$ cat src/rtl/sla_iter.sv
// -----------------------------------------------------------------------------
// sla_iter -- iterative arithmetic shift-left with signed saturation.
//
// Accepts one signed WIDTH-bit operand and a shift amount per transaction,
// shifts it left by at most STEP bits per clock and returns the result. If
// the shifted value would leave the signed range, the result is clamped to
// the most positive or most negative value and out_sat is flagged.
// Latency is fixed by the shift amount alone: ceil(shamt/STEP) shift cycles
// plus one cycle into the result state. Saturation does not shorten it.
//
// Ports
//   clk        in   rising-edge clock
//   rst_n      in   asynchronous active-low reset
//   in_valid   in   operand valid
//   in_ready   out  block can accept an operand (IDLE only)
//   in_data    in   signed operand, WIDTH bits
//   in_shamt   in   left-shift amount, SHW bits
//   out_valid  out  result valid
//   out_ready  in   downstream accepts the result
//   out_data   out  shifted / saturated result
//   out_sat    out  result was saturated
//   busy       out  high while shifting or holding a result
// -----------------------------------------------------------------------------
module sla_iter #(
   parameter int WIDTH = 32,
   parameter int SHW   = 5,
   parameter int STEP  = 4
) (
   input  logic             clk,
   input  logic             rst_n,
   input  logic             in_valid,
   output logic             in_ready,
   input  logic [WIDTH-1:0] in_data,
   input  logic [SHW-1:0]   in_shamt,
   output logic             out_valid,
   input  logic             out_ready,
   output logic [WIDTH-1:0] out_data,
   output logic             out_sat,
   output logic             busy
);

   typedef enum logic [1:0] {
      S_IDLE  = 2'd0,
      S_SHIFT = 2'd1,
      S_DONE  = 2'd2
   } state_t;

   localparam logic [WIDTH-1:0] SAT_POS = {1'b0, {(WIDTH-1){1'b1}}};
   localparam logic [WIDTH-1:0] SAT_NEG = {1'b1, {(WIDTH-1){1'b0}}};

   state_t           state_q;
   logic [WIDTH-1:0] value_q, value_d;
   logic [SHW-1:0]   rem_q, rem_d;
   logic             sign_q;
   logic             sat_q, sat_d;

   logic             in_ready_q;
   logic             busy_q;
   logic             out_valid_q;
   logic [WIDTH-1:0] out_data_q;
   logic             out_sat_q;

   logic [SHW-1:0]   k;
   logic [STEP:0]    ovf_vec;
   logic             ovf;

   // Bits consumed this cycle: the smaller of the remaining count and STEP.
   always_comb begin
      if (32'(rem_q) < STEP) begin
         k = rem_q;
      end else begin
         k = SHW'(STEP);
      end
   end

   // ovf_vec[n] flags that a shift by n would lose significance: the top
   // n+1 bits of the current value are not all copies of the sign bit.
   // A shift by zero can never overflow, so ovf_vec[0] is constant 0.
   genvar gi;
   generate
      for (gi = 0; gi <= STEP; gi++) begin : g_ovf
         logic [gi:0] top;
         assign top         = value_q[WIDTH-1 -: gi+1];
         assign ovf_vec[gi] = ~((&top) | ~(|top));
      end
   endgenerate

   always_comb begin
      ovf = 1'b0;
      for (int i = 0; i <= STEP; i++) begin
         if (32'(k) == i) begin
            ovf = ovf_vec[i];
         end
      end
   end

   // One shift step. Once saturated the value is frozen, but the remaining
   // count still runs down so latency depends only on the shift amount.
   always_comb begin
      value_d = value_q;
      sat_d   = sat_q;
      rem_d   = rem_q - k;
      if (!sat_q) begin
         if (ovf) begin
            sat_d   = 1'b1;
            value_d = sign_q ? SAT_NEG : SAT_POS;
         end else begin
            value_d = value_q << k;
         end
      end
   end

   always_ff @(posedge clk or negedge rst_n) begin
      if (!rst_n) begin
         state_q     <= S_IDLE;
         value_q     <= '0;
         rem_q       <= '0;
         sign_q      <= 1'b0;
         sat_q       <= 1'b0;
         in_ready_q  <= 1'b1;
         busy_q      <= 1'b0;
         out_valid_q <= 1'b0;
         out_data_q  <= '0;
         out_sat_q   <= 1'b0;
      end else begin
         case (state_q)
            S_IDLE: begin
               if (in_valid) begin
                  value_q    <= in_data;
                  rem_q      <= in_shamt;
                  sign_q     <= in_data[WIDTH-1];
                  sat_q      <= 1'b0;
                  in_ready_q <= 1'b0;
                  busy_q     <= 1'b1;
                  if (in_shamt == '0) begin
                     // Nothing to shift: present the operand unchanged.
                     state_q     <= S_DONE;
                     out_valid_q <= 1'b1;
                     out_data_q  <= in_data;
                     out_sat_q   <= 1'b0;
                  end else begin
                     state_q <= S_SHIFT;
                  end
               end
            end

            S_SHIFT: begin
               value_q <= value_d;
               sat_q   <= sat_d;
               rem_q   <= rem_d;
               if (rem_d == '0) begin
                  state_q     <= S_DONE;
                  out_valid_q <= 1'b1;
                  out_data_q  <= value_d;
                  out_sat_q   <= sat_d;
               end
            end

            S_DONE: begin
               // out_data/out_sat keep their values into IDLE.
               if (out_ready) begin
                  state_q     <= S_IDLE;
                  out_valid_q <= 1'b0;
                  busy_q      <= 1'b0;
                  in_ready_q  <= 1'b1;
               end
            end

            default: begin
               state_q     <= S_IDLE;
               out_valid_q <= 1'b0;
               busy_q      <= 1'b0;
               in_ready_q  <= 1'b1;
            end
         endcase
      end
   end

   assign in_ready  = in_ready_q;
   assign busy      = busy_q;
   assign out_valid = out_valid_q;
   assign out_data  = out_data_q;
   assign out_sat   = out_sat_q;

endmodule

$ cat config.mk
export PLATFORM = sky130hd
export DESIGN_NAME = sla_iter
export DESIGN_NICKNAME = d
export VERILOG_FILES = /design/src/rtl/sla_iter.sv
export SDC_FILE = /design/constraint.sdc
export NUM_CORES = 1
export LEC_CHECK = 0
export CORE_ASPECT_RATIO = 0.6
export CORE_MARGIN = 3
export CORE_UTILIZATION = 50
export DETAILED_ROUTE_END_ITERATION = 12
export PLACE_DENSITY = 0.83
export SYNTH_ARGS = -nofsm -noshare
export SYNTH_HDL_FRONTEND = slang
export SYNTH_SLANG_ARGS = --single-unit
$ cat constraint.sdc
create_clock -name clk -period 2.8 [get_ports clk]
set_clock_uncertainty 0.15 [all_clocks]
set_input_delay 0.42 -clock clk [delete_from_list [all_inputs] [get_ports clk]]
set_output_delay 0.42 -clock clk [all_outputs]
set_load 0.02 [all_outputs]
==> results of run 1 <==
## cell families after synthesis
logic type	after synthesis
buffers and inverters	68
xor gates and xnor gates	1
adders and majority gates	4
other	2
muxes	35
AOI/OAI and AO/OA	230
and+or+nand+nor	187
DFF	77
## routing by layer
metal / vias to the layer above / routed length (µm) / GRT usage [%]
met5: - / 0 / 0
met4: 0 / 315 / 7.89
met3: 42 / 2050 / 8.16
met2: 398 / 7050 / 41.0
met1: 2569 / 7140 / 42.1
li1: 2379 / - / -
## final timing paths
| kind | startpoint | to | slack [ps] | depth (start not counted) |
|---|---|---|---|---|
| min | out_data[20] | out_data[20] | 350 | 2 |
| min reg2reg | out_data[20] | out_data[20] | 350 | 2 |
| max in group asynchronous | rst_n | out_data[27] | 1440 | 3 |
| max reg2reg | value_q[30] | value_q[16] | 140 | 7 |
| max | value_q[30] | value_q[16] | 140 | 7 |
| min in group asynchronous | rst_n | out_valid | 470 | 2 |
## final cells by class
type | count | area, µm² | share of cell area, %
Timing Repair Buffer | 114 | 1070 | 16.2
Tap cell | 135 | 169 | 2.56
Multi-Input combinational cell | 459 | 3090 | 46.8
Clock inverter | 6 | 86.3 | 1.31
Inverter | 8 | 30.0 | 0.454
Clock buffer | 10 | 229 | 3.47
Sequential cell | 77 | 1930 | 29.2
## power by group through the flow
stage / Sequential [mW] / Clock (mW) / Combinational [mW]
finish: 2.45 / 1.26 / 5.50
global placement: 2.37 / 0 / 5.15
CTS: 2.40 / 1.26 / 5.41
global route: 2.51 / 1.31 / 5.99
detailed placement: 2.40 / 0 / 5.35
floorplan: 2.37 / 0 / 3.56
## layout by cell type, fill, tap and decap left out, types with 3 or more instances in the layout
master,n
a211oi_1,5
a21oi_1,90
a22oi_1,18
a31oi_1,8
buf_4,36
clkbuf_16,9
clkdlybuf4s50_1,75
dfrtp_1,73
dfrtp_2,3
ha_1,4
inv_1,8
mux2i_1,4
mux4_2,29
nand2_1,68
nand2b_1,3
nand3_1,24
nor2_1,58
nor2b_1,9
nor3_1,7
o21ai_0,30
o22ai_1,24
o31ai_1,32
or3_1,4
## per-stage QoR
step                      area, µm²  instances  power [mW]  setup WS (ps)  util [%]
after floorplan                5270        604        5.94           48.8         -
after global placement         6270        792        7.52            167      62.3
after detailed placement       6270        792        7.75           84.2      62.3
after CTS                      6590        809        9.07            106      65.6
after global routing           6610        809        9.81           3.16      65.7
final                          6610        809        9.21            138      65.7
## critical path: cells and delay by family, from the launching register on
| family | cells | cell delay, ps |
|---|---|---|
| buf+inv | 1 | 180 |
| simple gates | 3 | 800 |
| flops | 1 | 470 |
| compound gates | 3 | 970 |
## sequential cells by signal (all words and copies together) (netlist names)
name	count
busy	1
in_ready	1
out_data	32
out_sat	1
out_valid	1
rem_q	5
sat_q	1
sign_q	1
state_q	2
value_q	32
## repair_timing
item,CTS,global route
hold buffers,1,0
hold endpoints to repair,41,0
setup buffers,0,0
gates resized for setup,0,4
setup endpoints to repair,0,21
==> out/metrics.cfg, run 1 <==
[logic_synthesis]
synth_compound_area_share_pct = 26.8
yosys_warnings = 0
yosysUniqueCellTypes = 54
yosys-mux-area-fraction_pct = 13.6
synth.avg_cell_area_um2 = 8.71
synth_adder_area_share_pct = 0.951
seq_area_frac_synth_pct = 36.6
synth_xor_xnor_area_share_pct = 0.166
synth-simple-area-share_pct = 16.1
synth_edf_count = 0
synthFlopType = dfrtp_1
netlist_instances = 604
yosys.cell_count.top_type = a21oi_1
synth_common_cells = a21oi_1 (90), dfrtp_1 (76), nand2_1 (68)
synth_nets = 649
synth_top_family_by_area = compound AO/OA/AOI/OAI gates
async_reset_ff_share_pct = 100
synth_top_area_share_pct = 36.1
synth_largest_area_cell = dfrtp_1
synth_seq_cells = 77
syn_area_mm2 = 0.00526
yosys-top-cells-area = dfrtp_1 (36%), mux4_2 (12%), a21oi_1 (8.6%), nand2_1 (4.9%), o31ai_1 (4.7%)

[critical_path]
slowest_delay_ps = 470
cpMaxStageDelayCell = dfrtp_2
cp_cell_sequence = or3_1, and4_1, a311o_1, a31o_1, buf_4, nand2b_4, o21ai_0
worstSetupPathType = register to register
crit_path_start_kind = register
crit_fanout = 13
required_ps = 2900
end_kind = register
arrival_ps = 2760

[sta]
hold_viol = 0
drv_slew = 0
tns_ps = 0
holdWs_ps = 349
rsz0062_at_grt = no
timing.final.crit_share_pct = 95.1
fmax_mhz = 376
finalSetupViolCount = 0
slew_headroom_pct = 52.9
period_minus_slack_ps = 2660
worst_pin_slew_ps = 706

[placed_design]
io_buffers = 76
place_hpwl_um = 11500
place.gp.congestion = 0.955

[route]
via_per_inst = 6.66
drtIter0Drc = 770
dr.pass1.iters = 6
finalWirelength_um = 16600
routedWlPerCell_um = 20.5
vias = 5388
drc = 0
ant_nets = 0

[run_status]
status = completed

[clock_network]
cts_sinks = 77
cts_made_buffers = 9
clockBufferDepth = 2
clockRootBuffer = clkbuf_16
path_clk_slew_ps = 70
cts_tree = done
clkLatencyLatePin_ps = 340
h-tree-depth = 3

[die]
row_count = 28
core_mm2 = 0.0101
fp.dieW_um = 138
die_h_um = 85.5
start_util_pct = 52.3
io_pins = 77
die_area_mm2 = 0.0118

[pwr]
p_sw_mw = 4.28
p_sw_share_pct = 46.5
p_leak_nw = 2.62
irDropWorstVdd_uv = 675
seq_power_share_pct = 26.6
powerDensity_mw_per_mm2 = 1390
comb_power_share_pct = 59.7
intPower_mw = 4.93
pwr-share-clk_pct = 13.7

[global_route]
gr-total-overflow = 0
grt_usage_pct = 28.4
antenna_found_initial = 0
grt_pass1_wl_um = 27000
grt_max_degree = 45
grt_pass1_vias = 5091

[layout]
fillers = 781
drive_above_1_share_pct = 14.5
nNetsFinal = 714
diodes = 0
syn2layout_area_growth_pct = 25.6

[worst_hold_path]
hp-class = register to register

[run]
cap_violations = 0

Power figures use the tool's default switching activity.
==> run 2, diff against run 1 <==
--- a/config.mk
+++ b/config.mk
@@ -5,11 +5,12 @@
 export SDC_FILE = /design/constraint.sdc
 export NUM_CORES = 1
 export LEC_CHECK = 0
+export CAP_MARGIN = 20
 export CORE_ASPECT_RATIO = 0.6
 export CORE_MARGIN = 3
-export CORE_UTILIZATION = 50
+export CORE_UTILIZATION = 54
 export DETAILED_ROUTE_END_ITERATION = 12
-export PLACE_DENSITY = 0.83
+export PLACE_DENSITY = 0.85
 export SYNTH_ARGS = -nofsm -noshare
 export SYNTH_HDL_FRONTEND = slang
 export SYNTH_SLANG_ARGS = --single-unit
==> constraint.sdc (replaced) <==
create_clock -name clk -period 2.9 [get_ports clk]
set_clock_uncertainty 0.15 [all_clocks]
set_input_delay 0.435 -clock clk [delete_from_list [all_inputs] [get_ports clk]]
set_output_delay 0.435 -clock clk [all_outputs]
set_load 0.02 [all_outputs]
==> run 2 against run 1 <==
  * Sequential share of layout area is 0.16 points higher
  * Hold slack worse by 9.2 ps
  * Register-to-register slack better by 70 ps
==> out/metrics.cfg, run 2 (synthesis results as in run 1) <==
[run_status]
status = completed

[global_route]
grt_max_degree = 44
grt_pass1_vias = 5289
antenna_found_initial = 0
grt_usage_pct = 32.8
grt_pass1_wl_um = 28300
gr-total-overflow = 0

[pwr]
intPower_mw = 4.80
totalPowerFinal_mw = 8.97
p_leak_nw = 2.59
seq_power_share_pct = 26.8
comb_power_share_pct = 58.4
p_sw_share_pct = 46.5
pwr-share-clk_pct = 14.9
powerDensity_mw_per_mm2 = 1370
irDropWorstVdd_uv = 618
p_sw_mw = 4.17

[die]
start_util_pct = 56.4
row_count = 27
die_area_mm2 = 0.0110
die_h_um = 82.5
fp.dieW_um = 133
core_mm2 = 0.00932
io_pins = 77

[worst_hold_path]
worstHoldStart = out_data[20]
holdPathStages = 2
hold_end = out_data[20]
hp-class = register to register

[critical_path]
ff2ff_path_depth = 6
crit_fanout = 21
end_kind = register
arrival_ps = 2790
worstSetupPathType = register to register
required_ps = 3000
r2r-end = out_data[11]
r2r_setup_slack_ps = 200
rr_startpoint = value_q[30]
crit_path_start_kind = register

[route]
drc = 0
ant_nets = 0
via_per_inst = 6.99
vias = 5571
drtIter0Drc = 818
routedWlPerCell_um = 21.6
finalWirelength_um = 17200
dr.pass1.iters = 6

[layout]
syn2layout_area_growth_pct = 24.7
drive_above_1_share_pct = 13.2
diodes = 0
final_cell_mix = a21oi_1 (90), dfrtp_1 (75), clkdlybuf4s50_1 (75), nand2_1 (68), nor2_1 (58)
nNetsFinal = 707
final_common_cell = a21oi_1
utilization_pct = 70.4

[placed_design]
io_buffers = 76
place_hpwl_um = 11500
place.gp.congestion = 0.917

[sta]
timing.final.crit_share_pct = 93.0
drv_slew = 0
period_minus_slack_ps = 2700
hold_viol = 0
worst_pin_slew_ps = 829
slew_headroom_pct = 44.7
tns_ps = 0
finalSetupViolCount = 0
rsz0062_at_grt = no
fmax_mhz = 371

[clock_network]
cts_sinks = 77
path_clk_slew_ps = 60
h-tree-depth = 3
clkLatencyLatePin_ps = 340
cts_tree = done
clockRootBuffer = clkbuf_16
clockBufferDepth = 2
cts_made_buffers = 9

[run]
cap_violations = 0

## run 2: cell count changes in the layout (fill, tap and decap cells not counted), sizes merged
cell / change
clkinv: -1
buf: -7
inv: -1
clkinvlp: +1
bufinv: +1
## run 2: layout make-up
class                           instances  area [µm²]
Clock buffer                           10         239
Clock inverter                          6         110
Fill cell                             706        2760
Inverter                                8        30.0
Multi-Input combinational cell        459        3070
Sequential cell                        77        1930
Tap cell                              130         163
Timing Repair Buffer                  107        1020
## run 2: power groups by stage
stage	Combinational, mW	Clock [mW]	Sequential, mW
CTS	5.13	1.34	2.35
finish	5.23	1.33	2.40
detailed placement	5.06	0	2.35
floorplan	3.43	0	2.29
global placement	4.88	0	2.31
global route	5.68	1.38	2.46
## run 2: routing by layer
metal / wire length, µm / vias up / global-route usage (%) / share of wire [%]
met3: 2410 / 51 / 10.6 / 14
li1: - / 2366 / - / -
met5: 0 / - / 0 / 0
met4: 418 / 0 / 8.52 / 2.4
met1: 6980 / 2680 / 45.7 / 40
met2: 7430 / 474 / 50.3 / 43
## run 2: metrics by stage
stage	hold WS [ps]	area, µm²	instances	setup slack, ps
floorplan	-10.6	5260	604	33.0
global placement	294	6200	780	328
detailed placement	298	6200	780	230
CTS	341	6560	797	246
global route	376	6560	797	4.63
finish	340	6560	797	203
## run 2: how the worst max path moves through the flow
stage                     start      endpoint  slack, ps  depth (start not counted)
finish              value_q[30]  out_data[11]        200                          6
global route           rem_q[2]   out_data[3]          5                          7
CTS                    rem_q[2]   out_data[3]        250                          7
detailed placement  in_shamt[3]   out_data[8]        230                          8
global placement    value_q[30]  out_data[23]        330                          6
floorplan              rem_q[2]  out_data[31]         30                         10
## run 2: what timing repair did
action / CTS / global route
hold endpoints to repair: 36 / 0
hold buffers: 1 / 0
gates resized for setup: 0 / 0
buffers inserted: 0 / 0
## run 2: critical path, stage by stage, from the launching register on
cell and delay, ps:
dfrtp_1 480, or3_1 400, and4_1 200, a311o_1 460, a31o_1 310, nand2b_4 280, o31ai_1 300
